==> config.mk <==
export PLATFORM = sky130hd
export DESIGN_NAME = biss_sniffer_crc_flat
export DESIGN_NICKNAME = d
export VERILOG_FILES = /design/src/rtl/biss_sniffer_crc_if.sv /design/src/rtl/biss_sniffer_crc.sv /design/src/flat_wrapper.sv
export SDC_FILE = /design/constraint.sdc
export NUM_CORES = 1
export LEC_CHECK = 0
export ABC_AREA = 1
export CORE_ASPECT_RATIO = 0.7
export CORE_MARGIN = 5
export CORE_UTILIZATION = 62
export CTS_CLUSTER_DIAMETER = 50
export DETAILED_ROUTE_END_ITERATION = 12
export HOLD_SLACK_MARGIN = 0.15
export PLACE_DENSITY = 0.85
export RECOVER_POWER = 100
export SYNTH_ARGS = -nofsm -noshare
export SYNTH_HDL_FRONTEND = slang
export SYNTH_SLANG_ARGS = --single-unit
==> constraint.sdc <==
create_clock -name clk_i -period 2.9 [get_ports clk_i]
set_clock_uncertainty 0.2 [all_clocks]
set_input_delay 0.435 -clock clk_i [delete_from_list [all_inputs] [get_ports clk_i]]
set_output_delay 0.435 -clock clk_i [all_outputs]
set_load 0.02 [all_outputs]
==> src/rtl/biss_sniffer_crc_if.sv <==
`default_nettype none
// ============================================================================
// Module   : biss_sniffer_crc_if
// Purpose  : Position/status bus published by the BiSS-C frame sniffer.
//            The sniffer drives it through the master modport. Consumers
//            read it through the slave modport.
// Revision : 1.0 - initial release
// ============================================================================
interface biss_sniffer_crc_if #(
    parameter int POSN_W = 32
);
    logic [POSN_W-1:0] posn_o;        // last CRC-good position, zero-extended
    logic              posn_valid_o;  // one-cycle strobe on position update
    logic              error_o;       // inverted nE of last good frame
    logic              warning_o;     // inverted nW of last good frame
    logic [1:0]        health_o;      // 0 ok, 1 CRC bad, 2 timeout/abort, 3 none

    modport master (
        output posn_o,
        output posn_valid_o,
        output error_o,
        output warning_o,
        output health_o
    );

    modport slave (
        input posn_o,
        input posn_valid_o,
        input error_o,
        input warning_o,
        input health_o
    );
endinterface
`default_nettype wire

==> src/rtl/biss_sniffer_crc.sv <==
`default_nettype none
// ============================================================================
// Module   : biss_sniffer_crc
// Purpose  : Passive BiSS-C frame monitor. Listens to MA and SLO without
//            driving them. Decodes a frame of runtime-selected position
//            width, checks the 6-bit CRC (x^6+x+1), and publishes only
//            CRC-good positions plus a per-frame health code.
// Revision : 1.0 - initial release
// ============================================================================
module biss_sniffer_crc #(
    parameter int POSN_W      = 32,
    parameter int TIMEOUT_CYC = 1250
) (
    input  logic                      clk_i,
    input  logic                      reset_n_i,
    input  logic [7:0]                BITS,
    input  logic                      ssi_sck_i,
    input  logic                      ssi_dat_i,
    biss_sniffer_crc_if.master        posn_bus_o
);

    // ------------------------------------------------------------------------
    // Constants
    // ------------------------------------------------------------------------
    localparam logic [7:0] c_POSN_W8 = 8'(POSN_W);
    localparam int         c_TO_W    = $clog2(TIMEOUT_CYC + 1);
    localparam logic [c_TO_W-1:0] c_TIMEOUT = c_TO_W'(TIMEOUT_CYC);

    localparam logic [1:0] c_HEALTH_OK      = 2'd0;
    localparam logic [1:0] c_HEALTH_CRC     = 2'd1;
    localparam logic [1:0] c_HEALTH_ABORT   = 2'd2;
    localparam logic [1:0] c_HEALTH_NOFRAME = 2'd3;

    // CRC polynomial x^6+x+1 without the implicit x^6 term
    localparam logic [5:0] c_CRC_TAPS = 6'b000011;

    typedef enum logic [2:0] {
        S_IDLE      = 3'd0,
        S_ACK       = 3'd1,
        S_CDS       = 3'd2,
        S_DATA      = 3'd3,
        S_STATUS    = 3'd4,
        S_CRC       = 3'd5,
        S_WAIT_IDLE = 3'd6
    } state_t;

    // ------------------------------------------------------------------------
    // Declarations
    // ------------------------------------------------------------------------
    logic              sck_s1_q, sck_s2_q, sck_q;
    logic              dat_s1_q, dat_s2_q;
    logic              w_rise, w_fall, w_dat;

    logic [c_TO_W-1:0] idle_cnt_q;
    logic              w_timeout;

    state_t            state_q, state_d;
    logic [7:0]        cnt_q, cnt_d;
    logic [7:0]        bits_q;
    logic [7:0]        w_bits_clamp;

    logic              w_start;
    logic              w_shift_pos;
    logic              w_shift_st;
    logic              w_shift_crc;
    logic              w_done;
    logic              w_abort;

    logic [POSN_W-1:0] pos_sh_q;
    logic [1:0]        st_q;          // [1] = nE, [0] = nW
    logic [5:0]        crc_rx_q;      // received (inverted) CRC
    logic [5:0]        lfsr_q;
    logic [5:0]        w_lfsr_nx;
    logic              w_lfsr_fb;
    logic              pend_q;        // frame complete, result published next cycle
    logic              w_crc_pass;

    logic [POSN_W-1:0] posn_q;
    logic              valid_q;
    logic              err_q;
    logic              warn_q;
    logic [1:0]        health_q;

    // ------------------------------------------------------------------------
    // Input synchronisation and MA edge detection
    // ------------------------------------------------------------------------
    // Two-stage synchronisers for MA/SLO plus a delayed MA copy for edges.
    // A zero reset value means a line that is already low at reset release
    // never produces a spurious falling edge.
    always_ff @(posedge clk_i or negedge reset_n_i) begin
        if (!reset_n_i) begin
            sck_s1_q <= 1'b0;
            sck_s2_q <= 1'b0;
            sck_q    <= 1'b0;
            dat_s1_q <= 1'b0;
            dat_s2_q <= 1'b0;
        end else begin
            sck_s1_q <= ssi_sck_i;
            sck_s2_q <= sck_s1_q;
            sck_q    <= sck_s2_q;
            dat_s1_q <= ssi_dat_i;
            dat_s2_q <= dat_s1_q;
        end
    end

    assign w_rise = sck_s2_q & ~sck_q;
    assign w_fall = ~sck_s2_q & sck_q;
    assign w_dat  = dat_s2_q;

    // ------------------------------------------------------------------------
    // MA-high cycle counter (frame end / abort detection)
    // ------------------------------------------------------------------------
    // Counts consecutive MA-high cycles, saturating at the timeout value.
    always_ff @(posedge clk_i or negedge reset_n_i) begin
        if (!reset_n_i) begin
            idle_cnt_q <= '0;
        end else if (!sck_s2_q) begin
            idle_cnt_q <= '0;
        end else if (idle_cnt_q != c_TIMEOUT) begin
            idle_cnt_q <= idle_cnt_q + 1'b1;
        end
    end

    assign w_timeout = (idle_cnt_q == c_TIMEOUT);

    // Out-of-range widths fall back to the full position width
    assign w_bits_clamp = ((BITS == 8'd0) || (BITS > c_POSN_W8)) ? c_POSN_W8 : BITS;

    // ------------------------------------------------------------------------
    // Frame FSM
    // ------------------------------------------------------------------------
    // State and bit-counter registers.
    always_ff @(posedge clk_i or negedge reset_n_i) begin
        if (!reset_n_i) begin
            state_q <= S_IDLE;
            cnt_q   <= 8'd0;
        end else begin
            state_q <= state_d;
            cnt_q   <= cnt_d;
        end
    end

    // Next-state logic and per-strobe datapath controls.
    always_comb begin
        state_d     = state_q;
        cnt_d       = cnt_q;
        w_start     = 1'b0;
        w_shift_pos = 1'b0;
        w_shift_st  = 1'b0;
        w_shift_crc = 1'b0;
        w_done      = 1'b0;
        w_abort     = 1'b0;

        case (state_q)
            S_IDLE: begin
                // A fall implies MA was high beforehand
                if (w_fall) begin
                    state_d = S_ACK;
                    cnt_d   = 8'd0;
                    w_start = 1'b1;
                end
            end

            S_ACK: begin
                if (w_timeout) begin
                    state_d = S_IDLE;
                    w_abort = 1'b1;
                end else if (w_rise && w_dat) begin
                    state_d = S_CDS;
                end
            end

            S_CDS: begin
                if (w_timeout) begin
                    state_d = S_IDLE;
                    w_abort = 1'b1;
                end else if (w_rise) begin
                    state_d = S_DATA;
                    cnt_d   = bits_q - 8'd1;
                end
            end

            S_DATA: begin
                if (w_timeout) begin
                    state_d = S_IDLE;
                    w_abort = 1'b1;
                end else if (w_rise) begin
                    w_shift_pos = 1'b1;
                    if (cnt_q == 8'd0) begin
                        state_d = S_STATUS;
                        cnt_d   = 8'd1;
                    end else begin
                        cnt_d = cnt_q - 8'd1;
                    end
                end
            end

            S_STATUS: begin
                if (w_timeout) begin
                    state_d = S_IDLE;
                    w_abort = 1'b1;
                end else if (w_rise) begin
                    w_shift_st = 1'b1;
                    if (cnt_q == 8'd0) begin
                        state_d = S_CRC;
                        cnt_d   = 8'd5;
                    end else begin
                        cnt_d = cnt_q - 8'd1;
                    end
                end
            end

            S_CRC: begin
                if (w_timeout) begin
                    state_d = S_IDLE;
                    w_abort = 1'b1;
                end else if (w_rise) begin
                    w_shift_crc = 1'b1;
                    if (cnt_q == 8'd0) begin
                        state_d = S_WAIT_IDLE;
                        w_done  = 1'b1;
                    end else begin
                        cnt_d = cnt_q - 8'd1;
                    end
                end
            end

            S_WAIT_IDLE: begin
                // A new MA low before the line settles is a frame overrun
                if (w_fall) begin
                    state_d = S_IDLE;
                    w_abort = 1'b1;
                end else if (w_timeout) begin
                    state_d = S_IDLE;
                end
            end

            default: begin
                state_d = S_IDLE;
                cnt_d   = 8'd0;
            end
        endcase

        if (state_d == S_IDLE) begin
            cnt_d = 8'd0;
        end
    end

    // ------------------------------------------------------------------------
    // Serial CRC: x^6 + x + 1, seed 0, MSB first over data and status bits
    // ------------------------------------------------------------------------
    assign w_lfsr_fb = lfsr_q[5] ^ w_dat;
    assign w_lfsr_nx = {lfsr_q[4:0], 1'b0} ^ (w_lfsr_fb ? c_CRC_TAPS : 6'd0);

    // The slave transmits the CRC inverted
    assign w_crc_pass = (lfsr_q == ~crc_rx_q);

    // ------------------------------------------------------------------------
    // Frame datapath
    // ------------------------------------------------------------------------
    // Width latch, position/status/CRC shift registers and running LFSR.
    always_ff @(posedge clk_i or negedge reset_n_i) begin
        if (!reset_n_i) begin
            bits_q   <= 8'd0;
            pos_sh_q <= '0;
            st_q     <= 2'b00;
            crc_rx_q <= 6'd0;
            lfsr_q   <= 6'd0;
            pend_q   <= 1'b0;
        end else begin
            pend_q <= w_done;
            if (w_start) begin
                bits_q   <= w_bits_clamp;
                pos_sh_q <= '0;
                st_q     <= 2'b00;
                crc_rx_q <= 6'd0;
                lfsr_q   <= 6'd0;
            end
            if (w_shift_pos) begin
                // Cleared at frame start, so bits above the width read 0
                pos_sh_q <= {pos_sh_q[POSN_W-2:0], w_dat};
                lfsr_q   <= w_lfsr_nx;
            end
            if (w_shift_st) begin
                st_q   <= {st_q[0], w_dat};
                lfsr_q <= w_lfsr_nx;
            end
            if (w_shift_crc) begin
                crc_rx_q <= {crc_rx_q[4:0], w_dat};
            end
        end
    end

    // ------------------------------------------------------------------------
    // Published outputs
    // ------------------------------------------------------------------------
    // Result publication one cycle after the final CRC sample; aborts win.
    always_ff @(posedge clk_i or negedge reset_n_i) begin
        if (!reset_n_i) begin
            posn_q   <= '0;
            valid_q  <= 1'b0;
            err_q    <= 1'b0;
            warn_q   <= 1'b0;
            health_q <= c_HEALTH_NOFRAME;
        end else begin
            valid_q <= 1'b0;
            if (w_abort) begin
                health_q <= c_HEALTH_ABORT;
            end else if (pend_q) begin
                if (w_crc_pass) begin
                    posn_q   <= pos_sh_q;
                    err_q    <= ~st_q[1];
                    warn_q   <= ~st_q[0];
                    health_q <= c_HEALTH_OK;
                    valid_q  <= 1'b1;
                end else begin
                    health_q <= c_HEALTH_CRC;
                end
            end
        end
    end

    assign posn_bus_o.posn_o       = posn_q;
    assign posn_bus_o.posn_valid_o = valid_q;
    assign posn_bus_o.error_o      = err_q;
    assign posn_bus_o.warning_o    = warn_q;
    assign posn_bus_o.health_o     = health_q;

endmodule
`default_nettype wire
==> src/flat_wrapper.sv <==
// flat-port wrapper written by rule: the top's interface ports become plain ports
module biss_sniffer_crc_flat 
#(
    parameter int POSN_W      = 32,
    parameter int TIMEOUT_CYC = 1250
)
  (clk_i, reset_n_i, BITS, ssi_sck_i, ssi_dat_i, posn_bus_o_posn_o, posn_bus_o_posn_valid_o, posn_bus_o_error_o, posn_bus_o_warning_o, posn_bus_o_health_o);
  biss_sniffer_crc_if #(.POSN_W(POSN_W)) posn_bus_o_i ();
  input  logic clk_i;
  input  logic reset_n_i;
  input  logic [7:0] BITS;
  input  logic ssi_sck_i;
  input  logic ssi_dat_i;
  output wire logic [$bits(posn_bus_o_i.posn_o)-1:0] posn_bus_o_posn_o;
  output wire logic [$bits(posn_bus_o_i.posn_valid_o)-1:0] posn_bus_o_posn_valid_o;
  output wire logic [$bits(posn_bus_o_i.error_o)-1:0] posn_bus_o_error_o;
  output wire logic [$bits(posn_bus_o_i.warning_o)-1:0] posn_bus_o_warning_o;
  output wire logic [$bits(posn_bus_o_i.health_o)-1:0] posn_bus_o_health_o;
  assign posn_bus_o_posn_o = posn_bus_o_i.posn_o;
  assign posn_bus_o_posn_valid_o = posn_bus_o_i.posn_valid_o;
  assign posn_bus_o_error_o = posn_bus_o_i.error_o;
  assign posn_bus_o_warning_o = posn_bus_o_i.warning_o;
  assign posn_bus_o_health_o = posn_bus_o_i.health_o;
  biss_sniffer_crc #(.POSN_W(POSN_W), .TIMEOUT_CYC(TIMEOUT_CYC)) u_core (.clk_i(clk_i), .reset_n_i(reset_n_i), .BITS(BITS), .ssi_sck_i(ssi_sck_i), .ssi_dat_i(ssi_dat_i), .posn_bus_o(posn_bus_o_i));
endmodule
# Yosys cells after proc, flatten, opt, wreduce, memory -nomap -nowiden
# Index checks and enable logic that the tools add are counted.
[classes] n_addsub=3 magnitude_cmp=1 eq_ne=21 n_mux=62 n_bitwise=10 reduce_logical=15
[ops] operator="8-bit 2-to-1 mux" count=14
[ops] operator="32-bit 2-to-1 mux" count=2
[ops] operator="3-bit 2-to-1 mux" count=16
[ops] operator="8-bit one-hot mux with 6 select lines" count=1
[ops] operator="6-bit 2-to-1 mux" count=4
[ops] operator="11-bit 2-to-1 mux" count=2
[ops] operator="3-bit one-hot mux with 7 select lines" count=1
[ops] operator="8-bit zero test" count=2
[ops] operator="1-bit 2-to-1 mux" count=16
[ops] operator="8-bit by 1-bit subtractor with 8-bit output, second input constant" count=2
[ops] operator="3-bit by 1-bit != test with 1-bit output, second input constant" count=5
[ops] operator="3-bit != test, second input constant" count=5
[ops] operator="11-bit by 1-bit adder with 11-bit output, second input constant" count=1
[ops] operator="11-bit equality test, second input constant" count=1
[ops] operator="11-bit != test, second input constant" count=1
[ops] operator="11-bit AND reduction" count=1
[ops] operator="2-bit 2-to-1 mux" count=5
[ops] operator="3-bit equality test, second input constant" count=3
[ops] operator="8-bit by 6-bit greater-than comparator with 1-bit output, second input constant" count=1
[ops] operator="2-bit nonzero test" count=4
[ops] operator="3-bit by 2-bit equality test with 1-bit output, second input constant" count=2
[ops] operator="6-bit equality test" count=1
[ops] operator="3-bit zero test" count=2
[ops] operator="6-bit NOT" count=1
[ops] operator="14 further kinds" count=19
[word_totals] regBits=119 elab_cells=131

# Logic depth before layout (Yosys ltp)
[logic_depth] ltp_word=9 depth_mapped=12 mapped_depth_nobuf=12

# Worst setup path after synthesis
# No wires, ideal clock.
[synth_timing] path_kind="reg2reg" start="register u_core.idle_cnt_q[0]" end="register u_core.pos_sh_q[17]" setup_ns=0.134 t_arrival_ns=1.608 required_ns=2.566 path_slack_ns=0.958 path_stages_with_launch=12 synth_period_minus_slack_ns=1.942 path_cell_list="dfrtp_1 -> inv_1 -> ha_1 -> nand2_1 -> nor2_2 -> nand3_4 -> nand2_4 -> nor2_4 -> buf_2 -> buf_2 -> nand2_1 -> o31ai_1"
[synth_via] elab_chain_len=4 elab_cells_between_ends=5
[synth_lines] element="start, declared" line_no="biss_sniffer_crc.sv:54" source="logic [c_TO_W-1:0] idle_cnt_q;"
[synth_lines] element="start signal, assigned" line_no="biss_sniffer_crc.sv:120" source="idle_cnt_q <= idle_cnt_q + 1'b1;"
[synth_lines] element="11-bit equality test *" line_no="biss_sniffer_crc.sv:124" source="assign w_timeout = (idle_cnt_q == c_TIMEOUT);"
[synth_lines] element="1-bit 2-to-1 mux *" line_no="biss_sniffer_crc.sv:184" source="if (w_timeout) begin"
[synth_lines] element="1-bit 2-to-1 mux *" line_no="biss_sniffer_crc.sv:154" source="case (state_q)"
[synth_lines] element="32-bit 2-to-1 mux or 2-bit nonzero test (tied branches)"
[synth_lines] element="end signal, assigned" line_no="biss_sniffer_crc.sv:281" source="pos_sh_q <= {pos_sh_q[POSN_W-2:0], w_dat};"
[synth_lines] element="end, declared" line_no="biss_sniffer_crc.sv:69" source="logic [POSN_W-1:0] pos_sh_q;"
# Mark *: on every way between the ends. The rest lies on a longest branch, timed or not.
# A chain may end at the register's enable or synchronous reset.

# Final worst setup path
[layout_timing] start="register u_core.sck_s2_q" end="register u_core.cnt_q[0]"
[layout_via] elab_chain_len=8 elab_cells_between_ends=31
[layout_lines] element="start, declared" line_no="biss_sniffer_crc.sv:50" source="logic sck_s1_q, sck_s2_q, sck_q;"
[layout_lines] element="start signal, assigned" line_no="biss_sniffer_crc.sv:99" source="sck_s2_q <= sck_s1_q;"
[layout_lines] element="1-bit bitwise AND" line_no="biss_sniffer_crc.sv:106" source="assign w_rise = sck_s2_q & ~sck_q;"
[layout_lines] element="1-bit logical AND" line_no="biss_sniffer_crc.sv:168" source="end else if (w_rise && w_dat) begin"
[layout_lines] element="3-bit 2-to-1 mux" line_no="biss_sniffer_crc.sv:168"
[layout_lines] element="3-bit 2-to-1 mux" line_no="biss_sniffer_crc.sv:165" source="if (w_timeout) begin"
[layout_lines] element="3-bit one-hot mux with 7 select lines *" line_no="biss_sniffer_crc.sv:154"
[layout_lines] element="named net u_core.state_d[0]" line_no="biss_sniffer_crc.sv:57" source="state_t state_q, state_d;"
[layout_lines] element="3-bit zero test *" line_no="biss_sniffer_crc.sv:244" source="if (state_d == S_IDLE) begin"
[layout_lines] element="3-bit by 1-bit != test with 1-bit output (no source line) (tied with other cells)"
[layout_lines] element="11-bit AND reduction (no source line)"
[layout_lines] element="end signal, assigned" line_no="biss_sniffer_crc.sv:139" source="cnt_q <= cnt_d;"
[layout_lines] element="end, declared" line_no="biss_sniffer_crc.sv:58" source="logic [7:0] cnt_q, cnt_d;"
# The timed path passes the listed nets; every way through them passes the cells marked *.

==> results.py <==
metrics = {
    "synth": {
        "ys_ff_latch": 119,
        "synthTopCellsByArea": "dfrtp_1 (51%), nand2_1 (12%), inv_1 (5.7%)",
        "synth_cell_types": 39,
        "ys_seq_area_share_pct": 51.6,
        "avgSynthCellArea_um2": 8.51,
        "syn-cell-area_mm2": 0.00578,
        "synth_top_area_cell": "dfrtp_1",
        "syn_nets": 695,
        "synth_warnings": 0,
        "syn_inst": 679,
        "synth_top_area_share_pct": 50.7,
    },
    "detailed_routing": {
        "post_drt_wl_per_cell_um": 15.7,
        "drt_first_iter_violations": 416,
        "drt_drc_violations_left": 0,
        "wirelength_mm": 13.6,
        "dr.pass1.iters": 5,
        "ant_nets": 0,
        "vias": 4855,
        "vias_per_cell": 5.59,
    },
    "sta": {
        "rsz0062_at_grt": "false",
        "worst_slack_ns": 0.449,
        "fin_setup_tns_ns": 0,
        "finalSetupViolCount": 0,
        "timing.hold.ws_ns": 0.160,
        "finalCritPeriodShare_pct": 84.5,
        "tightest_slew_ns": 1.21,
        "slew_headroom_pct": 19.3,
        "hold_viol_final": 0,
        "drv_slew": 0,
        "period_minus_slack_ns": 2.45,
        "clock.fmax_mhz": 408,
    },
    "cts": {
        "clock-sinks": 119,
        "cts_buffers": 17,
        "cts_tree": "built",
        "clockBufferDepth": 2,
        "clkTransAtPathRegs_ns": 0.06,
        "cts_root_buffer": "clkbuf_16",
        "insertion_delay_ns": 0.41,
        "cts_resized": 0,
        "cts_htree_levels": 4,
    },
    "floorplanning": {
        "die_y_um": 90.8,
        "die_x_um": 125,
        "initial_core_util_pct": 63.7,
        "row_count": 29,
        "io_pins": 49,
        "fp.dieArea_mm2": 0.0114,
        "core_mm2": 0.00907,
    },
    "worst_setup_path": {
        "end_kind": "flop",
        "r2r-end": "u_core.cnt_q[0]$_DFFE_PN0P_",
        "startpoint": "u_core.sck_s2_q$_DFF_PN0_",
        "cp-endpoint": "u_core.cnt_q[0]$_DFFE_PN0P_",
        "r2r-start": "u_core.sck_s2_q$_DFF_PN0_",
        "ff2ff_path_depth": 9,
        "r2r_slack_ns": 0.45,
        "crit_required_ns": 2.97,
        "critPathArrivalTime_ns": 2.52,
        "worstPathMaxFanout": 16,
        "crit_path_start_kind": "flop",
        "critical_path_class": "reg -> reg",
    },
    "hold_path": {
        "hold_class": "reg -> reg",
    },
    "global_route": {
        "grt-ovfl-total": 0,
        "grt_antenna_before_repair": 0,
        "grt_max_degree": 64,
        "use_met2_pct": 39.2,
        "grt_util_met1_pct": 34.9,
        "top_usage_layer": "met2",
        "grt_pass1_wl_mm": 23.0,
        "grt_pass1_vias": 4694,
        "use_met3_pct": 5.44,
        "global_route.usage.total_pct": 25.1,
    },
    "finish": {
        "n_antenna_cell": 0,
        "final_cell_mix": "nand2_1 (183), dfrtp_1 (117), inv_1 (87), nor2_1 (56), o21ai_0 (56)",
        "design_area_mm2": 0.00680,
        "drive_above_1_share_pct": 8.47,
        "nets": 747,
        "final_util_pct": 75.0,
        "mostFrequentLayoutCell": "nand2_1",
        "area_growth_pct": 17.7,
        "fin_cells": 868,
    },
    "job": {
        "maxCapViolations": 0,
    },
    "place": {
        "pre_cts_ws_ns": 0.594,
        "place_hpwl_mm": 9.11,
        "portBuffers": 48,
        "gp_congestion": 0.943,
        "placed_cells": 835,
        "place_area_mm2": 0.00634,
    },
    "power_and_ir_drop": {
        "p_leak_nw": 3.38,
        "vdd_drop_max_uv": 416,
        "powerDensity_mw_per_mm2": 715,
        "total_power_mw": 4.86,
    },
    "run_status": {
        "outcome": "complete, no violations",
    },
}
[cell type report]
type                       instances  area (um^2)
sequential                       119         2980
fill                             659         2270
multi-input combinational        447         2210
timing repair buffer              53          536
clock buffer                      17          425
inverter                          93          349
tap                              124          155
clock inverter                    15          144
[kinds of logic after synthesis]
kind of cell | after synthesis | synth area share, %
simple gates | 319 | 24.6
compound gates | 118 | 13.8
xor+xnor | 6 | 0.909
buf+inv | 113 | 8.27
flops | 119 | 51.6
fa+ha+maj | 4 | 0.866
[state kept, by name, indices dropped and copies added, names as in the netlist]
signal,count
u_core.bits_q,8
u_core.cnt_q,8
u_core.crc_rx_q,6
u_core.dat_s1_q,1
u_core.dat_s2_q,1
u_core.idle_cnt_q,11
u_core.lfsr_q,6
u_core.pend_q,1
u_core.pos_sh_q,32
u_core.posn_bus_o.error_o,1
u_core.posn_bus_o.health_o,2
u_core.posn_bus_o.posn_o,32
u_core.posn_bus_o.posn_valid_o,1
u_core.posn_bus_o.warning_o,1
u_core.sck_q,1
u_core.sck_s1_q,1
u_core.sck_s2_q,1
u_core.st_q,2
u_core.state_q,3
[critical path: stages, from the launching register on]
cell     delay (ns)
dfrtp_1        0.57
nor2_1         0.13
inv_1          0.11
nor2_1         0.06
inv_1          0.38
o21ai_0        0.16
nor2_1         0.12
nand2_1        0.07
nor2_1         0.40
nor2_1         0.11
[per-layer routing]
layer  up-vias  wire (um)
li1       2314          -
met1      2310       6290
met2       197       6290
met3        34        793
met4         0        274
met5         -          0
[synth_stat cells]
master	count
nor3_1	6
or2_2	1
o21ai_0	27
o211ai_1	12
o31ai_1	29
nor2_1	53
nor2_8	1
nor4_1	2
inv_1	87
xor2_1	4
o21bai_1	1
dfstp_2	2
buf_1	2
nand2_1	183
buf_2	4
o21ai_2	20
and2_1	1
nand2_4	1
nor2_4	5
nand4_1	4
buf_4	1
nor2_2	4
nand3_1	48
o22ai_1	5
nand3_4	1
inv_2	6
a211oi_1	2
clkbuf_1	7
nand3_2	3
nand2_8	1
buf_6	6
nand2_2	4
xnor2_1	2
dfrtp_1	117
o21ai_1	10
ha_1	4
a31oi_4	1
a21oi_1	11
nor3b_1	1
[report_power, final]
group	switching, mW	internal (mW)	leakage [nW]
registers	0.0881	1.74	1.63
logic	0.718	0.312	1.47
clock network	0.808	1.20	0.273
total	1.61	3.25	3.38
[repair_timing]
item,CTS,global route
setup buffers,0,0
endpoints found under the hold margin,48,0
hold buffers,1,0
setup endpoints to repair,0,0
[how the worst min path moves through the flow]
stage                              startpoint                      endpoint  slack, ns  depth (start not counted)
finish              u_core.sck_s1_q$_DFF_PN0_     u_core.sck_s2_q$_DFF_PN0_       0.16                          0
global route        u_core.sck_s1_q$_DFF_PN0_     u_core.sck_s2_q$_DFF_PN0_       0.17                          0
CTS                 u_core.sck_s1_q$_DFF_PN0_     u_core.sck_s2_q$_DFF_PN0_       0.16                          0
detailed placement  u_core.sck_s1_q$_DFF_PN0_     u_core.sck_s2_q$_DFF_PN0_       0.14                          0
global placement    u_core.sck_s1_q$_DFF_PN0_     u_core.sck_s2_q$_DFF_PN0_       0.13                          0
floorplan                           reset_n_i  u_core.bits_q[0]$_DFFE_PN0P_      -0.06                          0
(Power assumes the default switching activity.)
